===== src/rtl/imem_loader_pkg.sv =====
// Shared types and constants for the instruction-memory loader.
// The CSUM state exists only when IMEM_LOADER_CHECKSUM_EN is defined.
package imem_loader_pkg;

`ifdef IMEM_LOADER_CHECKSUM_EN
  typedef enum logic [2:0] {
    S_IDLE = 3'd0,
    S_LEN  = 3'd1,
    S_DATA = 3'd2,
    S_CSUM = 3'd3,
    S_FIN  = 3'd4
  } state_t;
`else
  typedef enum logic [2:0] {
    S_IDLE = 3'd0,
    S_LEN  = 3'd1,
    S_DATA = 3'd2,
    S_FIN  = 3'd4
  } state_t;
`endif

  localparam int LEN_BYTES      = 2;
  localparam int BYTES_PER_WORD = 4;

  typedef logic [15:0] count_t;

  // Word count arrives low byte first.
  function automatic count_t le_count(input logic [7:0] lo, input logic [7:0] hi);
    return {hi, lo};
  endfunction

  function automatic logic [7:0] xor_fold(input logic [7:0] acc, input logic [7:0] data);
    return acc ^ data;
  endfunction

endpackage


===== src/rtl/imem_byte_packer.sv =====
// Little-endian 4-byte word assembler; word_valid fires combinationally with
// the 4th accepted byte so the parent can register the write strobe.
module imem_byte_packer
  import imem_loader_pkg::*;
(
  input  logic        clk,
  input  logic        rst,
  input  logic        clear,
  input  logic        take,
  input  logic [7:0]  data,
  output logic        word_valid,
  output logic [31:0] word
);

  localparam logic [1:0] LAST_LANE = 2'(BYTES_PER_WORD - 1);

  logic [1:0]  lane_r;
  logic [23:0] shift_r;

  // Completion decode: the 4th byte is taken straight from the bus.
  always_comb begin
    word_valid = take && (lane_r == LAST_LANE);
    word       = {data, shift_r};
  end

  // Lane counter and storage for the first three bytes of a word.
  always_ff @(posedge clk or posedge rst) begin
    if (rst) begin
      lane_r  <= 2'd0;
      shift_r <= 24'd0;
    end else if (clear) begin
      lane_r  <= 2'd0;
      shift_r <= 24'd0;
    end else if (take) begin
      lane_r <= lane_r + 2'd1;
      case (lane_r)
        2'd0:    shift_r[7:0]   <= data;
        2'd1:    shift_r[15:8]  <= data;
        2'd2:    shift_r[23:16] <= data;
        default: shift_r        <= shift_r;
      endcase
    end
  end

endmodule


===== src/rtl/imem_loader.sv =====
// Boot loader: receives a length-prefixed byte stream and writes it into
// instruction memory. Trailing XOR checksum enabled by IMEM_LOADER_CHECKSUM_EN.
module imem_loader
  import imem_loader_pkg::*;
#(
  parameter  int SIZE = 1024,
  localparam int AW   = $clog2(SIZE)
) (
  input  logic          i_clk,
  input  logic          in_rst,
  input  logic          i_start,
  input  logic          i_byte_valid,
  input  logic [7:0]    i_byte,
  output logic          o_byte_ready,
  output logic          o_we,
  output logic [AW-1:0] o_waddr,
  output logic [31:0]   o_wdata,
  output logic          o_busy,
  output logic          o_done,
  output logic          o_err
);

  localparam logic [16:0] SIZE_W    = 17'(SIZE);
  localparam logic        LEN_LAST  = 1'(LEN_BYTES - 1);

  state_t      state_r;
  logic [7:0]  n_lo_r;
  logic        len_cnt_r;
  count_t      n_r;
  count_t      wcnt_r;
`ifdef IMEM_LOADER_CHECKSUM_EN
  logic [7:0]  csum_r;
`endif

  logic        take_s;
  logic        pack_take_s;
  logic        start_s;
  logic        word_valid_s;
  logic        last_word_s;
  logic [31:0] word_s;
  count_t      len_s;

  // Handshake and decode terms shared by the FSM and the packer.
  always_comb begin
    take_s      = i_byte_valid && o_byte_ready;
    pack_take_s = take_s && (state_r == S_DATA);
    start_s     = i_start && (state_r == S_IDLE);
    len_s       = le_count(n_lo_r, i_byte);
    last_word_s = ((wcnt_r + 16'd1) == n_r);
  end

  imem_byte_packer u_packer (
    .clk        (i_clk),
    .rst        (in_rst),
    .clear      (start_s),
    .take       (pack_take_s),
    .data       (i_byte),
    .word_valid (word_valid_s),
    .word       (word_s)
  );

  // Loader FSM with all outputs registered alongside the state.
  always_ff @(posedge i_clk or posedge in_rst) begin
    if (in_rst) begin
      state_r      <= S_IDLE;
      o_we         <= 1'b0;
      o_busy       <= 1'b0;
      o_done       <= 1'b0;
      o_err        <= 1'b0;
      o_byte_ready <= 1'b0;
      o_waddr      <= '0;
      o_wdata      <= 32'd0;
      n_lo_r       <= 8'd0;
      len_cnt_r    <= 1'b0;
      n_r          <= 16'd0;
      wcnt_r       <= 16'd0;
`ifdef IMEM_LOADER_CHECKSUM_EN
      csum_r       <= 8'd0;
`endif
    end else begin
      o_we   <= 1'b0;
      o_done <= 1'b0;
      case (state_r)
        S_IDLE: begin
          if (start_s) begin
            state_r      <= S_LEN;
            o_busy       <= 1'b1;
            o_byte_ready <= 1'b1;
            o_err        <= 1'b0;
            len_cnt_r    <= 1'b0;
            n_r          <= 16'd0;
            wcnt_r       <= 16'd0;
`ifdef IMEM_LOADER_CHECKSUM_EN
            csum_r       <= 8'd0;
`endif
          end
        end
        S_LEN: begin
          if (take_s) begin
            if (len_cnt_r != LEN_LAST) begin
              n_lo_r    <= i_byte;
              len_cnt_r <= 1'b1;
            end else begin
              n_r <= len_s;
              if ({1'b0, len_s} > SIZE_W) begin
                // Oversize image: refuse it entirely rather than truncate.
                o_err        <= 1'b1;
                state_r      <= S_FIN;
                o_byte_ready <= 1'b0;
                o_done       <= 1'b1;
              end else if (len_s == 16'd0) begin
`ifdef IMEM_LOADER_CHECKSUM_EN
                state_r      <= S_CSUM;
`else
                state_r      <= S_FIN;
                o_byte_ready <= 1'b0;
                o_done       <= 1'b1;
`endif
              end else begin
                state_r <= S_DATA;
              end
            end
          end
        end
        S_DATA: begin
`ifdef IMEM_LOADER_CHECKSUM_EN
          if (take_s) begin
            csum_r <= xor_fold(csum_r, i_byte);
          end
`endif
          if (word_valid_s) begin
            o_we    <= 1'b1;
            o_waddr <= wcnt_r[AW-1:0];
            o_wdata <= word_s;
            wcnt_r  <= wcnt_r + 16'd1;
            if (last_word_s) begin
`ifdef IMEM_LOADER_CHECKSUM_EN
              state_r      <= S_CSUM;
`else
              state_r      <= S_FIN;
              o_byte_ready <= 1'b0;
              o_done       <= 1'b1;
`endif
            end
          end
        end
`ifdef IMEM_LOADER_CHECKSUM_EN
        S_CSUM: begin
          if (take_s) begin
            if (i_byte != csum_r) begin
              o_err <= 1'b1;
            end
            state_r      <= S_FIN;
            o_byte_ready <= 1'b0;
            o_done       <= 1'b1;
          end
        end
`endif
        S_FIN: begin
          state_r <= S_IDLE;
          o_busy  <= 1'b0;
        end
        default: begin
          state_r      <= S_IDLE;
          o_busy       <= 1'b0;
          o_byte_ready <= 1'b0;
        end
      endcase
    end
  end

endmodule


===== config.mk =====
export PLATFORM = sky130hd
export DESIGN_NAME = imem_loader
export DESIGN_NICKNAME = d
export VERILOG_FILES = /design/src/rtl/imem_loader_pkg.sv /design/src/rtl/imem_byte_packer.sv /design/src/rtl/imem_loader.sv
export SDC_FILE = /design/constraint.sdc
export NUM_CORES = 1
export LEC_CHECK = 0
export CAP_MARGIN = 30
export CORE_UTILIZATION = 55
export DETAILED_ROUTE_END_ITERATION = 8
export GPL_ROUTABILITY_DRIVEN = 1
export PLACE_DENSITY = 0.78
export SYNTH_ARGS = -nofsm -noshare
export SYNTH_HDL_FRONTEND = slang
export SYNTH_HIERARCHICAL = 1
export SYNTH_SLANG_ARGS = --single-unit

===== constraint.sdc =====
create_clock -name i_clk -period 4.2 [get_ports i_clk]
set_clock_uncertainty 0.2 [all_clocks]
set_input_delay 0.42 -clock i_clk [delete_from_list [all_inputs] [get_ports i_clk]]
set_output_delay 0.42 -clock i_clk [all_outputs]
set_load 0.05 [all_outputs]

==> results of run 1 <==
-- metal layers --
layer	global-route usage, %	up-vias
li1	-	2076
met1	37.70	2174
met2	42.62	174
met3	5.356	27
met4	10.08	0
met5	0	-
-- cell families (layout without fill, tap and decap cells) --
| kind of cell | count (synthesis) | after routing | share of synthesized area, % |
|---|---|---|---|
| compound gates | 64 | 64 | 7.084 |
| xor+xnor | 23 | 23 | 3.587 |
| fa+ha+maj | 5 | 5 | 1.114 |
| buf+inv | 55 | 110 | 4.878 |
| flops | 117 | 117 | 52.13 |
| mux | 35 | 35 | 6.416 |
| simple gates | 302 | 302 | 24.79 |
-- synthesized netlist by cell type, types with 2 or more instances --
library cell  number  area, um^2
a21oi_1           10       50.05
and2_1             3       18.77
and2_4             2       17.52
and3_1             4       25.02
buf_2              3       15.01
buf_4              9       67.56
buf_6              4       45.04
clkbuf_1          28       105.1
dfrtp_1          117        2928
ha_1               5       62.56
inv_1              9       33.78
mux2_2             8       90.09
mux2i_1           27       270.3
nand2_1          178       668.1
nand2b_1          32       200.2
nand3_1           28       140.1
nand3b_1           2       15.01
nand4_1            8       50.05
nor2_1            22       82.58
nor3_1             5       25.02
nor4_1             7       43.79
o211a_1            2       20.02
o21ai_0           28       140.1
o21ai_1            2       10.01
o22ai_1            3       18.77
o2bb2ai_1          3       26.28
o31ai_1            3       22.52
o32ai_1            2       17.52
o41ai_1            2       17.52
xnor2_1           14       122.6
xor2_1             9       78.83
-- sequential cells by signal, summed over array words and instances (netlist names) --
signal            count
state_r               3
n_r                  16
o_err                 1
wcnt_r               16
o_done                1
o_wdata              32
o_waddr              10
o_we                  1
u_packer/shift_r     24
o_byte_ready          1
n_lo_r                8
u_packer/lane_r       2
o_busy                1
len_cnt_r             1
-- stage by stage --
stage	hold slack (ns)	std cells	setup WS, ns
global route	0.2868	789	0.6165
floorplan	0.2398	601	1.216
global placement	0.2572	755	1.176
detailed placement	0.2612	755	1.056
finish	0.2714	789	0.8795
CTS	0.05878	787	0.9538
-- where the power goes --
part	internal, W	leakage, nW	switching, W
clock network	0.000943	0.292	0.000541
logic	0.0000168	1.51	0.0000399
registers	0.00113	1.63	0
-- path summary, 6_finish.rpt --
path	startpoint	to	slack, ns	depth (start not counted)
max reg2reg	state_r[1]	wcnt_r[4]	0.88	10
max in group asynchronous	in_rst	wcnt_r[5]	2.36	4
min	u_packer/shift_r[21]	o_wdata[21]	0.27	2
max	state_r[1]	wcnt_r[4]	0.88	10
min reg2reg	u_packer/shift_r[21]	o_wdata[21]	0.27	2
min in group asynchronous	in_rst	u_packer/shift_r[9]	0.54	3
-- worst max-delay path: cells and delay by family, from the launching register on --
| family | cells | cell delay [ns] |
|---|---|---|
| simple gates | 5 | 1.53 |
| buf+inv | 3 | 0.60 |
| flops | 1 | 0.48 |
| compound gates | 2 | 0.35 |
-- area by class of cell --
type / count / share of cell area (%)
Clock inverter: 13 / 2.488
Multi-Input combinational cell: 429 / 35.34
Inverter: 10 / 0.5670
Timing Repair Buffer: 68 / 9.914
Clock buffer: 19 / 6.457
Sequential cell: 117 / 42.80
Tap cell: 133 / 2.433
==> run summary, run 1 <==
Fin Setup TNS: 0 ns
Worst stage delay on the critical path: 0.71 ns
Final instance area: 6840 um^2
First-pass GRT wire length: 21340 um
Final wirelength: 13300 um
Worst path required time: 4.37 ns
Die area: 10620 um^2
CORE AREA: 9819 um^2
Fillers: 768
Crit path time final: 3.320 ns
Vias per cell: 5.641
LEAKAGE: 3.428 nW
DR top layer: met4
Yosys warnings: 6
Cell variety after synth: 53
GP Congestion: 0.8647
Worst-skew pair later-pin latency: 0.52 ns
Initial antenna violation count: 0
CTS Buf Count: 17
Critical-path maximum fanout: 18
Drt initial violations: 251
# H-tree levels: 4
Total chip power: 0.002668 W
Fmax: 301.2 MHz
Worst-path clk slew: 0.06 ns
Async SR Flop Fraction: 100.0%
CTS tree: done
Cell row count: 36
Top FF cell, synth: dfrtp_1
IO Port Bufs: 58
Cts repair resizes: 0
Crit Path Class: flip-flop to flip-flop
Worst slew pin tran: 0.8612 ns
Mapped Nets: 618
Sequential fraction of the synthesis area: 52.13%
Seq. cell area: 2928 um^2
Most common cell after layout, fill and taps aside: nand2_1
DR vias: 4451
Final Max Tran Viols: 0
Area post-placement: 6191 um^2
I/O Pins: 59
MaxCap Viol Count: 0
Post-Syn Instances: 601
Number of flops mapped to enable cells by yosys: 0
Hold Path Class: flip-flop to flip-flop
Final count of hold timing violations: 0
Detailed placer's ending HPWL: 8774 um
Met1 wire length: 5943 um
Sink Count: 117
Layout cell share with drive strength beyond 1: 9.299%
#FFs+latches synth: 117
Setup crit start kind: flip-flop
Crit share post-route: 79.06%
Number of global-route vias before repair: 4201
GRT Residual Overflow: 0
Nets@finish: 660
Wire length on met2: 6394 um
Slowest CP cell: nor3_1
Total GRT Usage: 27.17%
DRC viols: 0
RSZ-0062 raised after global routing: no
Pin count of the biggest net entering global routing: 65
Worst VDD drop: 0.2975 mV
Antenna cells: 0
Setup Viol. Count Final: 0
Buffer count from post-CTS setup fixing: 0
Setup crit end kind: flip-flop
P&R area growth vs syn: 21.79%
Status: finished clean
Drt first pass iters: 5
Fin util: 69.66%
Avg Inst Size Synth: 9.345 um^2
Max clock buf depth: 2
CTS Hold Buffers Added: 0
Clk root buf: clkbuf_8
Mapped Area: 5617 um^2
Die X: 103.1 um
Cell Chain, Critical Path: inv_1 -> nor3_1 -> and3_1 -> and2_1 -> nand2_2 -> inv_2 -> nor2_1 -> buf_4 -> o21ai_0 -> o31ai_1
Commonest non-fill, non-tap cells in the layout: 177 x nand2_1, 117 x dfrtp_1, 58 x clkdlybuf4s50_1
PwrDens: 390.1 nW/um^2
Critical path arrival: 3.49 ns
Routed len/inst: 16.85 um
Max-slew headroom: 42.14%
Die H: 103.1 um
Multi-input gate area: 2417 um^2
Initial core utilization: 57.20%
Post-route ant nets: 0
Metal3 WL: 713 um
Power figures use the tool's default switching activity.
==> run 2, diff against run 1 <==
clock period = 3.12 ns   (was 4.2 ns; I/O delays follow)
==> run summary, run 2 (synthesized netlist as in run 1, its figures left out) <==
Die area: 10620 um^2 (unchanged)
LEAKAGE: 3.461 nW (was 3.428 nW)
Seq. cell area: 2928 um^2 (unchanged)
Initial antenna violation count: 0 (unchanged)
Cell row count: 36 (unchanged)
Hold path startpoint: o_waddr[8] (was u_packer/shift_r[21])
Max reg flops: 32 (unchanged)
DRC viols: 0 (unchanged)
Buffer count from post-CTS setup fixing: 0 (unchanged)
Nets@finish: 665 (was 660)
Total chip power: 0.003631 W (was 0.002668 W)
Crit Path Class: flip-flop to flip-flop (unchanged)
IO Port Bufs: 58 (unchanged)
Setup Viol. Count Final: 0 (unchanged)
MaxCap Viol Count: 0 (unchanged)
P&R area growth vs syn: 22.88% (was 21.79%)
GRT Residual Overflow: 0 (unchanged)
Vias per cell: 5.640 (was 5.641)
Critical path arrival: 3.13 ns (was 3.49 ns)
Status: finished clean (unchanged)
Clk root buf: clkbuf_8 (unchanged)
Drt initial violations: 227 (was 251)
Total GRT Usage: 26.36% (was 27.17%)
Worst-path clk slew: 0.06 ns (about the same)
Pin count of the biggest net entering global routing: 59 (was 65)
Antenna cells: 0 (unchanged)
Final Max Tran Viols: 0 (unchanged)
Fmax: 339.1 MHz (was 301.2 MHz)
CTS Buf Count: 17 (unchanged)
Flop-to-flop setup slack: 0.17 ns (was 0.88 ns)
Die X: 103.1 um (unchanged)
Setup crit start kind: flip-flop (unchanged)
Commonest non-fill, non-tap cells in the layout: 177 x nand2_1, 117 x dfrtp_1, 58 x clkdlybuf4s50_1 (unchanged)
Worst-skew pair later-pin latency: 0.52 ns (about the same)
Most numerous cell on the critical path: nand4_1
Die H: 103.1 um (unchanged)
Final count of hold timing violations: 0 (unchanged)
Routed len/inst: 16.08 um (was 16.85 um)
Sink Count: 117 (unchanged)
Worst stage delay on the critical path: 0.55 ns (was 0.71 ns)
Worst path required time: 3.30 ns (was 4.37 ns)
Max clock buf depth: 2 (unchanged)
Cell Chain, Critical Path: ha_1 -> nand4_1 -> nor3_1 -> xnor2_1 -> nand4_1 -> nor4_2 -> a21oi_1 (was inv_1 -> nor3_1 -> and3_1 -> and2_1 -> nand2_2 -> inv_2 -> nor2_1 -> buf_4 -> o21ai_0 -> o31ai_1)
GP Congestion: 0.9618 (was 0.8647)
Max-slew headroom: 44.09% (was 42.14%)
Final wirelength: 12770 um (was 13300 um)
# H-tree levels: 4 (unchanged)
Most common cell after layout, fill and taps aside: nand2_1 (unchanged)
Drt first pass iters: 5 (unchanged)
RSZ-0062 raised after global routing: no (unchanged)
R2R Path Start: wcnt_r[0] (was state_r[1])
Fin Setup TNS: 0 ns (unchanged)
Setup crit end kind: flip-flop (unchanged)
DR vias: 4478 (was 4451)
Non-filler instance count after layout: 794 (was 789)
Number of global-route vias before repair: 4257 (was 4201)
Multi-input gate area: 2417 um^2 (unchanged)
Worst VDD drop: 0.4042 mV (was 0.2975 mV)
Placed cell count: 760 (was 755)
Setup crit start: wcnt_r[0] (was state_r[1])
I/O Pins: 59 (unchanged)
CTS Hold Buffers Added: 0 (unchanged)
Detailed placer's ending HPWL: 8395 um (was 8774 um)
PwrDens: 526.2 nW/um^2 (was 390.1 nW/um^2)
Cts repair resizes: 0 (unchanged)
Layout cell share with drive strength beyond 1: 9.682% (was 9.299%)
Worst slew pin tran: 0.8355 ns (was 0.8612 ns)
Hold Path Class: flip-flop to flip-flop (unchanged)
CTS tree: done (unchanged)
Critical-path maximum fanout: 9 (was 18)
First-pass GRT wire length: 21010 um (was 21340 um)
Post-route ant nets: 0 (unchanged)
Crit share post-route: 94.52% (was 79.06%)
Top Registers: o_wdata x32, u_packer/shift_r x24 (unchanged)
Hold slack: 0.2676 ns (was 0.2714 ns)
Initial core utilization: 57.20% (unchanged)
CORE AREA: 9819 um^2 (unchanged)
Fillers: 742 (was 768)
Slowest CP cell: nor4_2 (was nor3_1)
Largest register by flop count: o_wdata (unchanged)
Crit path time final: 2.949 ns (was 3.320 ns)
## run 2: cell count changes in the layout (fill, tap and decap cells not counted), sizes merged
cell	delta
clkbuf	+2
buf	+5
bufinv	+1
inv	-3
## run 2: through the flow
step / setup WS (ns) / instance area, um^2 / util (%)
after CTS: 0.2419 / 6864 / 69.90
after global placement: 0.3801 / 6241 / 63.56
after global routing: 0.1002 / 6902 / 70.29
after detailed placement: 0.2841 / 6241 / 63.56
final: 0.1709 / 6902 / 70.29
after floorplan: 0.2444 / 5617 / -
## run 2: layout make-up
class	instances	area share, %
multi-input cells	429	35.03
clock buffers	21	6.508
well taps	133	2.411
repair buffers	73	10.55
flip-flops and latches	117	42.42
inverters	10	0.5620
clock inverters	11	2.520
## run 2: path summary, 6_finish.rpt
check | endpoint | cells after the start
max | o_byte_ready | 7
min | o_waddr[8] | 2
max reg2reg | o_byte_ready | 7
min reg2reg | o_waddr[8] | 2
max in group asynchronous | wcnt_r[5] | 4
min in group asynchronous | u_packer/shift_r[7] | 3
## run 2: critical path, delay by kind of cell, from the launching register on
kind	cells	cell delay, ns
AO/OA/AOI/OAI	1	0.13
XOR/XNOR	1	0.18
adder cells (fa/ha/maj)	1	0.38
flip-flops	1	0.48
AND/OR/NAND/NOR	4	1.42
## run 2: power breakdown
group	switching (W)	internal [W]	total, W
Sequential	0	0.00152	0.00152
Combinational	0.0000521	0.0000235	0.0000756
Clock	0.000695	0.00134	0.00204
## run 2: layer usage
layer  vias to the layer above  GRT usage, %  wire [um]
li1                       2092             -          -
met2                       163         41.03       6046
met5                         -             0          0
met1                      2203         36.93       5785
met4                         0         8.884        180
met3                        20         5.627        754
==> run 3, diff against run 2 <==
REMOVE_ABC_BUFFERS = 1   (was unset)
==> run summary, run 3 (synthesized netlist as in run 1, its figures left out) <==
MaxCap Viol Count: 0 (unchanged)
Critical path arrival: 3.11 ns (was 3.13 ns)
Cell Chain, Critical Path: nand3_4 -> or4_4 -> o21ai_1 -> or4b_1 -> nor4_2 -> a21oi_1 (was ha_1 -> nand4_1 -> nor3_1 -> xnor2_1 -> nand4_1 -> nor4_2 -> a21oi_1)
Crit path time final: 2.932 ns (was 2.949 ns)
PwrDens: 504.2 nW/um^2 (was 526.2 nW/um^2)
Worst VDD drop: 0.4152 mV (was 0.4042 mV)
Die H: 103.1 um (unchanged)
Drt first pass iters: 7 (was 5)
LEAKAGE: 3.430 nW (was 3.461 nW)
DR vias: 4413 (was 4478)
Nets@finish: 664 (was 665)
Slowest CP cell: dfrtp_1 (was nor4_2)
Pin count of the biggest net entering global routing: 69 (was 59)
Final wirelength: 12610 um (was 12770 um)
Metal3 WL: 677 um (was 754 um)
GRT Residual Overflow: 0 (unchanged)
Worst-path clk slew: 0.06 ns (about the same)
Number of global-route vias before repair: 4324 (was 4257)
I/O Pins: 59 (unchanged)
Fin util: 69.72% (was 70.29%)
Worst slew pin tran: 0.9403 ns (was 0.8355 ns)
Worst-skew pair later-pin latency: 0.52 ns (about the same)
Clk root buf: clkbuf_8 (unchanged)
Final Max Tran Viols: 0 (unchanged)
Setup crit start kind: flip-flop (unchanged)
Crit Path Class: flip-flop to flip-flop (unchanged)
Crit share post-route: 93.98% (was 94.52%)
Placement Setup Slack: 0.2045 ns (was 0.2841 ns)
Critical-path maximum fanout: 12 (was 9)
RSZ-0062 raised after global routing: no (unchanged)
Die area: 10620 um^2 (unchanged)
CTS Buf Count: 17 (unchanged)
CTS Hold Buffers Added: 1 (was 0)
Antenna cells: 0 (unchanged)
Hold Path Class: input pin to flip-flop (was flip-flop to flip-flop)
Worst path required time: 3.30 ns (about the same)
Total GRT Usage: 26.52% (was 26.36%)
Worst Setup Slack, final: 0.1877 ns (was 0.1709 ns)
Post-route ant nets: 0 (unchanged)
Initial core utilization: 57.20% (unchanged)
Setup Viol. Count Final: 0 (unchanged)
Worst stage delay on the critical path: 0.60 ns (was 0.55 ns)
Drt initial violations: 278 (was 227)
Max-slew headroom: 37.08% (was 44.09%)
Final count of hold timing violations: 0 (unchanged)
Sink Count: 117 (unchanged)
# H-tree levels: 4 (unchanged)
Setup crit end kind: flip-flop (unchanged)
DR top layer: met4 (unchanged)
CTS tree: done (unchanged)
DRC viols: 0 (unchanged)
Vias per cell: 5.565 (was 5.640)
Fmax: 341.0 MHz (was 339.1 MHz)
Total chip power: 0.003452 W (was 0.003631 W)
IO Port Bufs: 58 (unchanged)
Wire length on met2: 6154 um (was 6046 um)
Max clock buf depth: 2 (unchanged)
Buffer count from post-CTS setup fixing: 0 (unchanged)
Max reg flops: 32 (unchanged)
Die X: 103.1 um (unchanged)
Most common cell after layout, fill and taps aside: nand2_1 (unchanged)
Placed cell count: 760 (unchanged)
CORE AREA: 9819 um^2 (unchanged)
Commonest non-fill, non-tap cells in the layout: 177 x nand2_1, 117 x dfrtp_1, 58 x clkdlybuf4s50_1 (unchanged)
Status: finished clean (unchanged)
Cell row count: 36 (unchanged)
P&R area growth vs syn: 21.90% (was 22.88%)
Cts repair resizes: 0 (unchanged)
Routed len/inst: 15.90 um (was 16.08 um)
Largest register by flop count: o_wdata (unchanged)
Cell family with most CP delay: simple AND/OR/NAND/NOR gates (unchanged)
Initial antenna violation count: 0 (unchanged)
Met1 wire length: 5571 um (was 5785 um)
Detailed placer's ending HPWL: 8384 um (was 8395 um)
First-pass GRT wire length: 21000 um (was 21010 um)
Layout cell share with drive strength beyond 1: 9.697% (was 9.682%)
Hold slack: 0.2689 ns (was 0.2676 ns)
Top Registers: o_wdata x32, u_packer/shift_r x24 (unchanged)
Worst path bufs/invs: 0 (unchanged)
GP Congestion: 0.8741 (was 0.9618)
Non-filler instance count after layout: 793 (was 794)
## run 3: final timing paths
check                       startpoint  slack, ns  cells after the start           end
hold reg to reg            o_wdata[16]       0.27                      2   o_wdata[16]
hold / removal                 i_start       0.27                      2    state_r[0]
max in group asynchronous       in_rst       1.52                      4       n_r[14]
setup reg to reg             wcnt_r[5]       0.19                      6  o_byte_ready
setup / recovery             wcnt_r[5]       0.19                      6  o_byte_ready
min in group asynchronous       in_rst       0.50                      3   o_wdata[29]
## run 3: per-layer routing
metal  GRT usage (%)  vias to the layer above
li1                -                     2084
met1           34.71                     2175
met4           12.57                        0
met2           41.64                      136
met3           6.644                       18
met5               0                        -
## run 3: layout make-up
type	instances	area, um^2
fill	773	2973
sequential	117	2928
multi-input combinational	429	2417
timing repair buffer	72	720.7
clock buffer	20	445.4
tap	133	166.4
clock inverter	12	130.1
inverter	10	38.79
## run 3: worst register-to-register path, stage by stage (launching register included)
cell,delay [ns]
dfrtp_1,0.60
nand3_4,0.16
or4_4,0.60
o21ai_1,0.14
or4b_1,0.45
nor4_2,0.53
a21oi_1,0.13
## run 3: report_power, final
| part | internal, W | leakage [nW] | switching, W |
|---|---|---|---|
| Combinational | 0.0000251 | 1.53 | 0.0000501 |
| Clock | 0.00117 | 0.269 | 0.000685 |
| Sequential | 0.00152 | 1.63 | 0 |
| Total | 0.00272 | 3.43 | 0.000735 |
## run 3: through the flow
step	instance area (um^2)	setup TNS, ns
4_1_cts	6847	0
2_1_floorplan	5380	-24.84
5_1_grt	6847	0
3_5_place_dp	6261	0
6_report	6847	0
3_3_place_gp	6233	0
